`src/rtl/sonic_rx_ctl_66.sv`:
```
// Receive control path: bit-packs 66-bit rx blocks into 128-bit words and writes them into the
// rx circular buffer. It also tracks occupancy against the host DMA read pointer.
module sonic_rx_ctl_66 #(
    parameter int                    ADDR_WIDTH = 13,
    parameter int                    USED_WIDTH = 14,
    parameter logic [USED_WIDTH-1:0] THRESHOLD  = 14'h200
) (
    input  logic                  clock,
    input  logic                  reset,
    input  logic                  ena,
    input  logic                  block_lock,
    input  logic [65:0]           data_in,
    input  logic                  data_valid,
    input  logic [ADDR_WIDTH-1:0] host_rptr,
    output logic [127:0]          wr_data,
    output logic [ADDR_WIDTH-1:0] wr_address,
    output logic                  wr_en,
    output logic [USED_WIDTH-1:0] used_qwords,
    output logic                  full,
    output logic                  dma_ready,
    output logic                  overflow,
    output logic [15:0]           drop_count
);
    // The accumulator holds up to 127 leftover bits plus one 66-bit block.
    localparam int ACC_WIDTH = 194;

    logic [ACC_WIDTH-1:0]  acc;
    logic [ACC_WIDTH-1:0]  acc_sum;
    logic [7:0]            cnt;
    logic [8:0]            cnt_sum;
    logic [8:0]            cnt_wrap;
    logic [ADDR_WIDTH-1:0] wptr;
    logic [ADDR_WIDTH-1:0] words_used;
    logic                  accept;
    logic                  emit;
    logic                  space_full;
    logic                  do_write;
    logic                  do_drop;

    // The input side has no ready: a block is taken on any edge where ena, block_lock and
    // data_valid are all high. Buffer space is judged from the live pointers, so two
    // emissions on consecutive edges can never overwrite unread data.
    always_comb begin
        accept     = ena & block_lock & data_valid;
        acc_sum    = acc | (ACC_WIDTH'(data_in) << cnt);
        cnt_sum    = {1'b0, cnt} + 9'd66;
        cnt_wrap   = cnt_sum - 9'd128;
        emit       = accept & (cnt_sum >= 9'd128);
        words_used = wptr - host_rptr;
        space_full = &words_used;
        do_write   = emit & ~space_full;
        do_drop    = emit & space_full;
    end

    always_ff @(posedge clock or posedge reset) begin
        if (reset) begin
            acc         <= '0;
            cnt         <= '0;
            wptr        <= '0;
            wr_data     <= '0;
            wr_address  <= '0;
            wr_en       <= 1'b0;
            used_qwords <= '0;
            full        <= 1'b0;
            dma_ready   <= 1'b0;
            overflow    <= 1'b0;
            drop_count  <= '0;
        end else begin
            if (!block_lock) begin
                acc <= '0;
                cnt <= '0;
            end else if (accept) begin
                if (emit) begin
                    acc <= acc_sum >> 128;
                    cnt <= cnt_wrap[7:0];
                end else begin
                    acc <= acc_sum;
                    cnt <= cnt_sum[7:0];
                end
            end

            wr_en <= do_write;
            if (do_write) begin
                wr_data    <= acc_sum[127:0];
                wr_address <= wptr;
                wptr       <= wptr + 1'b1;
            end

            // A dropped word still advances the accumulator; only the write is lost.
            if (do_drop) begin
                overflow <= 1'b1;
                if (drop_count != 16'hFFFF) drop_count <= drop_count + 16'd1;
            end

            used_qwords <= USED_WIDTH'({words_used, 1'b0});
            full        <= space_full;

            if (!dma_ready && (used_qwords >= THRESHOLD)) dma_ready <= 1'b1;
            else if (dma_ready && (used_qwords == '0))    dma_ready <= 1'b0;
        end
    end
endmodule

```
`config.mk`:
```
export PLATFORM = sky130hd
export DESIGN_NAME = sonic_rx_ctl_66
export DESIGN_NICKNAME = d
export VERILOG_FILES = /design/src/rtl/sonic_rx_ctl_66.sv
export SDC_FILE = /design/constraint.sdc
export NUM_CORES = 1
export LEC_CHECK = 0
export BUFFER_PORTS_ARGS = -buffer_cell sky130_fd_sc_hd__buf_4
export CORE_MARGIN = 2
export CORE_UTILIZATION = 59
export CTS_BUF_LIST = sky130_fd_sc_hd__clkbuf_16
export CTS_CLUSTER_DIAMETER = 40
export CTS_CLUSTER_SIZE = 30
export DETAILED_ROUTE_END_ITERATION = 10
export PLACE_DENSITY = 0.86
export SYNTH_ARGS = -nofsm -noshare
export SYNTH_HDL_FRONTEND = slang
export SYNTH_SLANG_ARGS = --single-unit
```
`constraint.sdc`:
```
create_clock -name clock -period 18.2 [get_ports clock]
set_input_delay 3.64 -clock clock [delete_from_list [all_inputs] [get_ports clock]]
set_output_delay 3.64 -clock clock [all_outputs]
set_load 0.01 [all_outputs]
```
**Word-level counts from Yosys, hierarchy flattened**

Index checks and enable logic that the tools add are counted.

- Bits in latches: 0
- Input port bits: 84
- Memory bits (writable): 0
- Memories kept: 0
- Bits in registers: 389
- Output and inout bits: 175
- ROM bits: 0

- Magnitude comparators: 2
- Shift-type cells: 1
- Add/subtract/negate cells: 5
- Equal/unequal tests: 2
- Reduce and logical (&&, ||, !) cells: 7
- $mul: 0
- Div/mod/pow operators: 0
- Bitwise gates (word level): 7
- Muxes and demuxes: 8

Operators by type and width:

| cell | number |
|---|---|
| $mux W194 | 3 |
| $or A194 B194 Y194 | 1 |
| $shl A66 B8 Y194 | 1 |
| $mux W8 | 3 |
| $add A16 B1 Y16 const B | 1 |
| $ne A16 B16 Y1 const B | 1 |
| $ge A14 B10 Y1 const B | 1 |
| $logic_not A14 Y1 | 1 |
| $add A13 B1 Y13 const B | 1 |
| $reduce_and A13 Y1 | 1 |
| $sub A13 B13 Y13 | 1 |
| $add A8 B7 Y9 const B | 1 |
| $ge A9 B8 Y1 const B | 1 |
| $sub A8 B8 Y8 const B | 1 |
| $and A1 B1 Y1 | 5 |
| $logic_and A1 B1 Y1 | 2 |
| $mux W1 | 2 |
| $ne A2 B1 Y1 const B | 1 |
| $reduce_and A2 Y1 | 1 |
| $reduce_bool A2 Y1 | 1 |
| $logic_not A1 Y1 | 1 |
| $not A1 Y1 | 1 |

**Depth between registers and ports, before layout**

Gate-level depths: netlist (run 1).

- Depth in word-level cells: 6
- Depth in mapped cells: 13

**Worst setup path before layout (run 1)**

OpenSTA, ideal clock, no wires.

- Kind: input port to flip-flop
- Start: input host_rptr[0]
- End: register wptr[1]
- Path buffers: 2
- Slack: 12.109 ns
- Setup time: 0.125 ns
- Data arrival time: 5.966 ns
- Stages: 12
- Data required time: 18.075 ns
- Path through: ha_1 > fa_1 > nor2b_1 > o2111ai_2 > nand3_1 > a21oi_1 > nor4_2 > nand4_2 > nand2_1 > buf_6 > buf_6 > mux2_4

- Longest elaborated chain between the ends: 4

Ends and longest elaborated chain:

| item | RTL line | RTL |
|---|---|---|
| start, declared | 14 | `input logic [ADDR_WIDTH-1:0] host_rptr,` |
| $sub A13 B13 Y13 | 49 | `words_used = wptr - host_rptr;` |
| $reduce_and A13 Y1 | 50 | `space_full = &words_used;` |
| $not A1 Y1 | 51 | `do_write = emit & ~space_full;` |
| $and A1 B1 Y1 | 51 |  |
| end signal, assigned | 86 | `wptr <= wptr + 1'b1;` |
| end, declared | 32 | `logic [ADDR_WIDTH-1:0] wptr;` |

No other way between the ends.
A chain may end at the register's enable or synchronous reset.

**Worst setup path after layout (run 1)**

- Start: input host_rptr[0]
- End: register wr_data[107]

- Longest elaborated chain between the ends: 4

Ends and longest elaborated chain:

| item | RTL line | RTL |
|---|---|---|
| $sub A13 B13 Y13 | 49 |  |
| $reduce_and A13 Y1 | 50 |  |
| $not A1 Y1 | 51 |  |
| $and A1 B1 Y1 | 51 |  |
| end signal, assigned | 84 | `wr_data <= acc_sum[127:0];` |
| end, declared | 15 | `output logic [127:0] wr_data,` |

No other way between the ends.

==> load_flow_metrics.sql, run 1 <==
INSERT INTO impl_metrics (metric_group, metric, value, unit) VALUES
('run_status', 'outcome', 'completed', ''),
('critical_path', 'critical_path_class', 'input port to flop', ''),
('clocking', 'tritoncts', 'yes', ''),
('yosys', 'yosys.area_share.simple', '11.58', '%'),
('timing', 'worst_slew_margin_rel', '11.96', '%'),
('drt', 'wl_per_cell', '28.67', 'µm'),
('place', 'globalplace.congestion', '1.070', ''),
('flow_run', 'maxCapViolCount', '0', ''),
('layout', 'area_used_by_multi_input_combinational_logic', '11390', 'µm²'),
('power', 'vdd_drop_max', '0.07534', 'mV'),
('clocking', 'postCtsSetupBuffers', '0', ''),
('power', 'power_leakage', '11.07', 'nW'),
('clocking', 'cts_made_buffers', '53', ''),
('critical_path', 'worstPathCellList', 'buf_4 > ha_1 > fa_1 > nor2b_1 > o2111ai_2 > a21oi_1 > o31a_1 > nor4_2 > nand4_4 > buf_4 > nand2_4 > mux2_1', ''),
('timing', 'setup_repair_after_global_routing_missed_its_margin', 'no', ''),
('yosys', 'synth_seq_area_share', '44.00', '%'),
('floorplanning', 'design.portCount', '259', ''),
('yosys', 'netlist_area_pre_place', '22070', 'µm²'),
('floorplanning', 'initial_core_util', '60.14', '%'),
('yosys', 'synthesis.area_per_instance', '10.04', 'µm²'),
('clocking', 'clkTransAtPathRegs', '70', 'ps'),
('layout', 'num_antenna_cells', '0', ''),
('yosys', 'synthDominantCellAreaShare', '44.00', '%'),
('layout', 'most-common-layout-cells', '383 x sky130_fd_sc_hd__dfrtp_1, 294 x sky130_fd_sc_hd__buf_4, 293 x sky130_fd_sc_hd__a21oi_1, 221 x sky130_fd_sc_hd__nand2_1, 144 x sky130_fd_sc_hd__nor2_1', ''),
('yosys', 'yosys.area_share.adder', '0.9411', '%'),
('clocking', 'clock-sinks', '388', ''),
('critical_path', 'data_arrival_time_at_the_worst_slack_endpoint', '7530', 'ps'),
('timing', 'setup-violations-final', '0', ''),
('yosys', 'synth_warnings', '0', ''),
('yosys', 'synthFlopType', 'sky130_fd_sc_hd__dfrtp_1', ''),
('timing', 'time_the_worst_path_needs_with_i_o_delays_and_setup', '7052', 'ps'),
('yosys', 'multiplexer_share_of_the_synthesized_area', '14.60', '%'),
('timing', 'timing.final.crit_share', '38.75', '%'),
('critical_path', 'cp-end-kind', 'flop', ''),
('drt', 'initialDrtViolationCount', '2520', ''),
('drt', 'routed_wl', '82420', 'µm'),
('drt', 'drc', '0', ''),
('critical_path', 'worst-path-max-fanout', '97', ''),
('critical_path', 'worst_path_max_delay_cell', 'sky130_fd_sc_hd__nand2_4', ''),
('yosys', 'synthesis.nets', '2298', ''),
('global_routing', 'global_route_wire_length_before_repair', '121500', 'µm'),
('global_routing', 'grt_overflow', '0', ''),
('critical_path', 'slowest_delay', '750', 'ps'),
('layout', 'finish.net_count', '2466', ''),
('floorplanning', 'core-area', '36700', 'µm²'),
('power', 'power_density', '108.0', 'nW/µm²'),
('global_routing', 'via_count_of_the_first_global_routing_pass', '19030', ''),
('yosys', 'number_of_synthesized_register_bits', '388', ''),
('drt', 'vias', '20180', ''),
('yosys', 'synth_compound_area_share', '22.77', '%'),
('layout', 'fillCellCount', '2710', ''),
('layout', 'layout_commonest_cell', 'sky130_fd_sc_hd__dfrtp_1', ''),
('critical_path', 'startpoint_type', 'input port', ''),
('timing', 'worstMarginPinSlew', '1319', 'ps'),
('yosys', 'netlist_top_cells_area', 'sky130_fd_sc_hd__dfrtp_1 44%, sky130_fd_sc_hd__a21oi_1 6.6%, sky130_fd_sc_hd__mux4_2 6.3%, sky130_fd_sc_hd__nand2_1 3.8%, sky130_fd_sc_hd__mux2_2 3.7%', ''),
('layout', 'layoutNonFillerInstCount', '2875', ''),
('drt', 'avgViaCountPerCell', '7.020', ''),
('layout', 'layout-drive-gt1-share', '26.42', '%'),
('yosys', 'synth-async-reset-ratio', '100.0', '%'),
('floorplanning', 'die_height', '197.4', 'µm'),
('layout', 'syn2layout_area_growth', '17.00', '%'),
('timing', 'hold-worst-slack', '479.9', 'ps'),
('worst_hold_path', 'hp_class', 'flop to flop', ''),
('timing', 'final_hold_viol_count', '0', ''),
('drt', 'postRouteAntennaNets', '0', ''),
('timing', 'clock-skew-final', '21.36', 'ps'),
('global_routing', 'grt_start_max_net_pins', '112', ''),
('global_routing', 'grt_use_total', '42.20', '%'),
('yosys', 'synth_xor_area_share', '1.548', '%'),
('clocking', 'max-clock-path-buffers', '3', ''),
('place', 'placed_cell_count', '2779', '');
[synth_stat cells, types with 15 or more instances]
library cell,n
sky130_fd_sc_hd__a211oi_1,19
sky130_fd_sc_hd__a21oi_1,293
sky130_fd_sc_hd__a221oi_1,33
sky130_fd_sc_hd__a31oi_1,90
sky130_fd_sc_hd__and2_1,53
sky130_fd_sc_hd__and3_1,15
sky130_fd_sc_hd__buf_1,24
sky130_fd_sc_hd__buf_2,48
sky130_fd_sc_hd__clkbuf_1,93
sky130_fd_sc_hd__dfrtp_1,388
sky130_fd_sc_hd__ha_1,15
sky130_fd_sc_hd__inv_1,40
sky130_fd_sc_hd__mux2_2,72
sky130_fd_sc_hd__mux2i_1,55
sky130_fd_sc_hd__mux4_2,62
sky130_fd_sc_hd__nand2_1,222
sky130_fd_sc_hd__nand3_1,27
sky130_fd_sc_hd__nand4_1,15
sky130_fd_sc_hd__nor2_1,147
sky130_fd_sc_hd__nor3_1,15
sky130_fd_sc_hd__o21ai_0,48
sky130_fd_sc_hd__o21ai_1,45
sky130_fd_sc_hd__o21bai_1,24
sky130_fd_sc_hd__o221a_2,17
sky130_fd_sc_hd__o22ai_1,64
sky130_fd_sc_hd__xnor2_1,21
sky130_fd_sc_hd__xor2_1,18
[layer usage]
layer  global-route usage (%)  vias to the layer above  wire length [µm]
met1                    56.86                     9866             31450
li1                         -                     8517                 -
met5                        0                        -                 0
met4                    22.92                        0              5293
met2                    63.07                     1488             36340
met3                    10.60                      311              9342
[metrics by stage]
step | power, W | worst slack, ps | instance area [µm²]
CTS | 0.002781 | 11210 | 25820
global route | 0.002879 | 10870 | 25820
detailed placement | 0.001759 | 10630 | 24070
finish | 0.002789 | 11150 | 25820
global placement | 0.001741 | 10700 | 24070
floorplan | 0.001412 | 3776 | 22070
[path summary, 6_finish.rpt]
check	startpoint	to	slack, ps	cells after the start
setup / recovery	host_rptr[0]	wr_data[107]$_DFFE_PP0P_	11150	12
hold / removal	acc[166]$_DFFE_PP0N_	acc[166]$_DFFE_PP0N_	480	1
setup reg to reg	cnt[2]$_DFFE_PP0N_	acc[10]$_DFFE_PP0N_	13560	11
hold reg to reg	acc[166]$_DFFE_PP0N_	acc[166]$_DFFE_PP0N_	480	1
max in group asynchronous	reset	acc[26]$_DFFE_PP0N_	11790	5
min in group asynchronous	reset	wr_data[70]$_DFFE_PP0P_	3170	2
[critical path: cells and delay by family]
family / cells / cell delay [ps]
and+or+nand+nor: 4 / 1180
muxes: 1 / 560
buffers and inverters: 2 / 830
AOI/OAI and AO/OA: 3 / 600
adders and majority gates: 2 / 620
[layout make-up]
cell class	count	area share (%)
well taps	468	2.268
flip-flops and latches	388	37.65
clock buffers	53	5.137
clock inverters	43	1.652
multi-input cells	1588	44.12
repair buffers	294	8.548
inverters	41	0.6251
[sequential cells by signal (all words and copies together) (netlist names)]
signal       cells
cnt              7
full             1
used_qwords     13
dma_ready        1
acc            194
wr_en            1
wr_data        128
overflow         1
drop_count      16
wptr            13
wr_address      13
[logic make-up (layout without fill, tap and decap cells)]
| family | Yosys count | after routing |
|---|---|---|
| AO/OA/AOI/OAI | 763 | 763 |
| AND/OR/NAND/NOR | 551 | 551 |
| flip-flops | 388 | 388 |
| buffers and inverters | 222 | 431 |
| multiplexers | 218 | 218 |
| XOR/XNOR | 39 | 39 |
| adder cells (fa/ha/maj) | 16 | 16 |
| other | 1 | 1 |
[where the power goes]
part           internal [W]  total [W]  switching [W]
registers          0.000982    0.00106      0.0000785
logic              0.000300   0.000702       0.000402
clock network      0.000601    0.00103       0.000426
Note: power is estimated with default switching activity, not from simulation.
==> run 2: changes to the inputs <==
==> constraint.sdc (replaced) <==
create_clock -name clock -period 6.95 [get_ports clock]
set_input_delay 1.39 -clock clock [delete_from_list [all_inputs] [get_ports clock]]
set_output_delay 1.39 -clock clock [all_outputs]
set_load 0.01 [all_outputs]
==> run 2 against run 1 <==
Against the previous run:
- die area did not move
- sequential power increased to 2.6 times the previous value
- largest power group unchanged
- via count is 0.75% lower
- critical endpoint is now wr_data[25]$_DFFE_PP0P_
- global-route usage shrank 0.48 points
- sequential cell count unchanged
- critical path depth fell by 1
==> load_flow_metrics.sql, run 2 (synthesized netlist as in run 1, its figures left out) <==
INSERT INTO impl_metrics (metric_group, metric, value, unit) VALUES
('global_routing', 'via_count_of_the_first_global_routing_pass', '18930', ''),
('clocking', 'postCtsSetupBuffers', '0', ''),
('timing', 'max_freq', '0.2195', 'GHz'),
('global_routing', 'met1_usage', '56.43', '%'),
('power', 'power_density', '284.6', 'nW/µm²'),
('layout', 'syn2layout_area_growth', '17.21', '%'),
('drt', 'drt_pass1_iterations', '6', ''),
('timing', 'time_the_worst_path_needs_with_i_o_delays_and_setup', '4555', 'ps'),
('timing', 'setup-violations-final', '0', ''),
('global_routing', 'global_route_wire_length_before_repair', '120400', 'µm'),
('clocking', 'max-clock-path-buffers', '3', ''),
('clocking', 'post_cts.resized_instances', '0', ''),
('flow_run', 'maxCapViolCount', '0', ''),
('drt', 'initialDrtViolationCount', '2609', ''),
('floorplanning', 'num_rows', '70', ''),
('global_routing', 'grt_overflow', '0', ''),
('power', 'power_leakage', '11.09', 'nW'),
('place', 'placed_cell_count', '2778', ''),
('critical_path', 'reg2reg_setup_slack', '2480', 'ps'),
('global_routing', 'globalRouteMet3Util', '10.53', '%'),
('floorplanning', 'design.portCount', '259', ''),
('floorplanning', 'initial_core_util', '60.14', '%'),
('critical_path', 'worst_path_max_delay_cell', 'sky130_fd_sc_hd__nand2_4', ''),
('critical_path', 'startpoint_type', 'input port', ''),
('layout', 'finish.net_count', '2463', ''),
('clocking', 'cts_made_buffers', '51', ''),
('critical_path', 'cp-end-kind', 'flop', ''),
('clocking', 'clock-sinks', '388', ''),
('global_routing', 'grt_start_max_net_pins', '179', ''),
('critical_path', 'data_arrival_time_at_the_worst_slack_endpoint', '5030', 'ps'),
('layout', 'largest_register_ff_count', '194', ''),
('timing', 'final_hold_viol_count', '0', ''),
('global_routing', 'grt_use_total', '41.72', '%'),
('place', 'globalplace.congestion', '1.041', ''),
('clocking', 'clock_root_buffer', 'sky130_fd_sc_hd__clkbuf_16', ''),
('run_status', 'outcome', 'completed', ''),
('critical_path', 'worstPathCellList', 'buf_4 > ha_1 > fa_1 > nor2b_1 > o2111ai_2 > nand3_1 > a21oi_1 > nor4_2 > nand4_4 > nand2_4 > mux2_2', ''),
('timing', 'worstMarginPinSlew', '1246', 'ps'),
('clocking', 'cts.htree.levels', '2', ''),
('timing', 'timing.final.crit_share', '65.54', '%'),
('drt', 'drc', '0', ''),
('critical_path', 'worst-path-max-fanout', '58', ''),
('clocking', 'clkTransAtPathRegs', '60', 'ps'),
('drt', 'wl_per_cell', '28.20', 'µm'),
('global_routing', 'number_of_antenna_violations_at_the_first_check_in_global_routing', '1', ''),
('global_routing', 'grt_busiest_layer', 'met2', ''),
('floorplanning', 'core-area', '36700', 'µm²'),
('timing', 'drv_slew', '0', ''),
('layout', 'top_regs', 'acc: 194 flops, wr_data: 128 flops, drop_count: 16 flops', ''),
('layout', 'max_flop_register', 'acc', ''),
('drt', 'vias', '20030', ''),
('floorplanning', 'die_w', '197.4', 'µm'),
('timing', 'setup_repair_after_global_routing_missed_its_margin', 'no', ''),
('floorplanning', 'die_height', '197.4', 'µm'),
('power', 'vdd_drop_max', '0.2276', 'mV'),
('timing', 'worst_slew_margin_rel', '16.61', '%'),
('layout', 'most-common-layout-cells', '383 x sky130_fd_sc_hd__dfrtp_1, 293 x sky130_fd_sc_hd__a21oi_1, 292 x sky130_fd_sc_hd__buf_4, 221 x sky130_fd_sc_hd__nand2_1, 144 x sky130_fd_sc_hd__nor2_1', ''),
('timing', 'clock-skew-final', '32.93', 'ps'),
('critical_path', 'crit_required', '7420', 'ps'),
('drt', 'avgViaCountPerCell', '6.975', ''),
('clocking', 'clock_latency_on_the_worst_skew_pair', '620', 'ps'),
('place', 'dp_hpwl', '58020', 'µm'),
('floorplanning', 'dieArea', '38970', 'µm²'),
('layout', 'layout-drive-gt1-share', '26.37', '%'),
('clocking', 'cts_hold_repair.buffers', '0', ''),
('layout', 'layout_commonest_cell', 'sky130_fd_sc_hd__dfrtp_1', ''),
('critical_path', 'critical_path_class', 'input port to flop', ''),
('critical_path', 'slowest_delay', '940', 'ps'),
('clocking', 'tritoncts', 'yes', ''),
('layout', 'num_antenna_cells', '0', ''),
('layout', 'layoutNonFillerInstCount', '2872', ''),
('global_routing', 'groute.layer.met2.usage', '61.03', '%'),
('place', 'numPortBuffers', '257', ''),
('worst_hold_path', 'hp_class', 'flop to flop', ''),
('timing', 'final_tns_setup', '0', 'ps'),
('drt', 'routed_wl', '80990', 'µm'),
('drt', 'postRouteAntennaNets', '0', '');
run 2: cell count changes in the layout (fill, tap and decap cells not counted), sizes merged:
| cell | delta |
|---|---|
| clkinv | -3 |
| inv | +2 |
| buf | -1 |
| bufinv | +1 |
| clkbuf | -1 |
| clkinvlp | -1 |
run 2: worst max-delay path, delay by kind of cell:
family	cells	cell delay, ps
buffers and inverters	1	110
adder cells (fa/ha/maj)	2	630
multiplexers	1	430
AO/OA/AOI/OAI	2	270
AND/OR/NAND/NOR	5	2170
run 2: final timing paths:
kind	start	to	cells past startpoint
setup / recovery	host_rptr[0]	wr_data[25]$_DFFE_PP0P_	11
hold / removal	acc[164]$_DFFE_PP0N_	acc[164]$_DFFE_PP0N_	1
setup reg to reg	cnt[1]$_DFFE_PP0N_	wr_data[127]$_DFFE_PP0P_	9
hold reg to reg	acc[164]$_DFFE_PP0N_	acc[164]$_DFFE_PP0N_	1
max in group asynchronous	reset	acc[103]$_DFFE_PP0N_	4
min in group asynchronous	reset	wr_data[79]$_DFFE_PP0P_	2
run 2: layer usage:
layer,wire length (µm),part of all wire [%]
met2,35470,44
met4,5423,6.7
met5,13,0.016
met3,9174,11
met1,30910,38
run 2: cell type report:
class,instances,area [µm²]
clock buffer,52,1301
sequential,388,9721
clock inverter,42,495.5
multi-input combinational,1588,11390
inverter,41,157.7
timing repair buffer,293,2212
tap,468,585.6
fill,2733,10830
run 2: metrics by stage:
stage / utilization [%] / setup slack, ps / hold slack (ps) / total power (W) / cell area, µm²
after floorplan: - / 342.1 / 447.8 / 0.003700 / 22070
after global placement: 65.59 / 1878 / 462.2 / 0.004544 / 24070
after detailed placement: 65.59 / 1807 / 467.5 / 0.004594 / 24070
after CTS: 70.49 / 2404 / 481.8 / 0.007344 / 25870
after global routing: 70.49 / 2140 / 495.6 / 0.007591 / 25870
final: 70.49 / 2395 / 481.7 / 0.007361 / 25870
run 2: power breakdown:
part	switching [W]	internal, W
sequential	0.000217	0.00257
combinational	0.00102	0.000783
clock	0.00116	0.00161
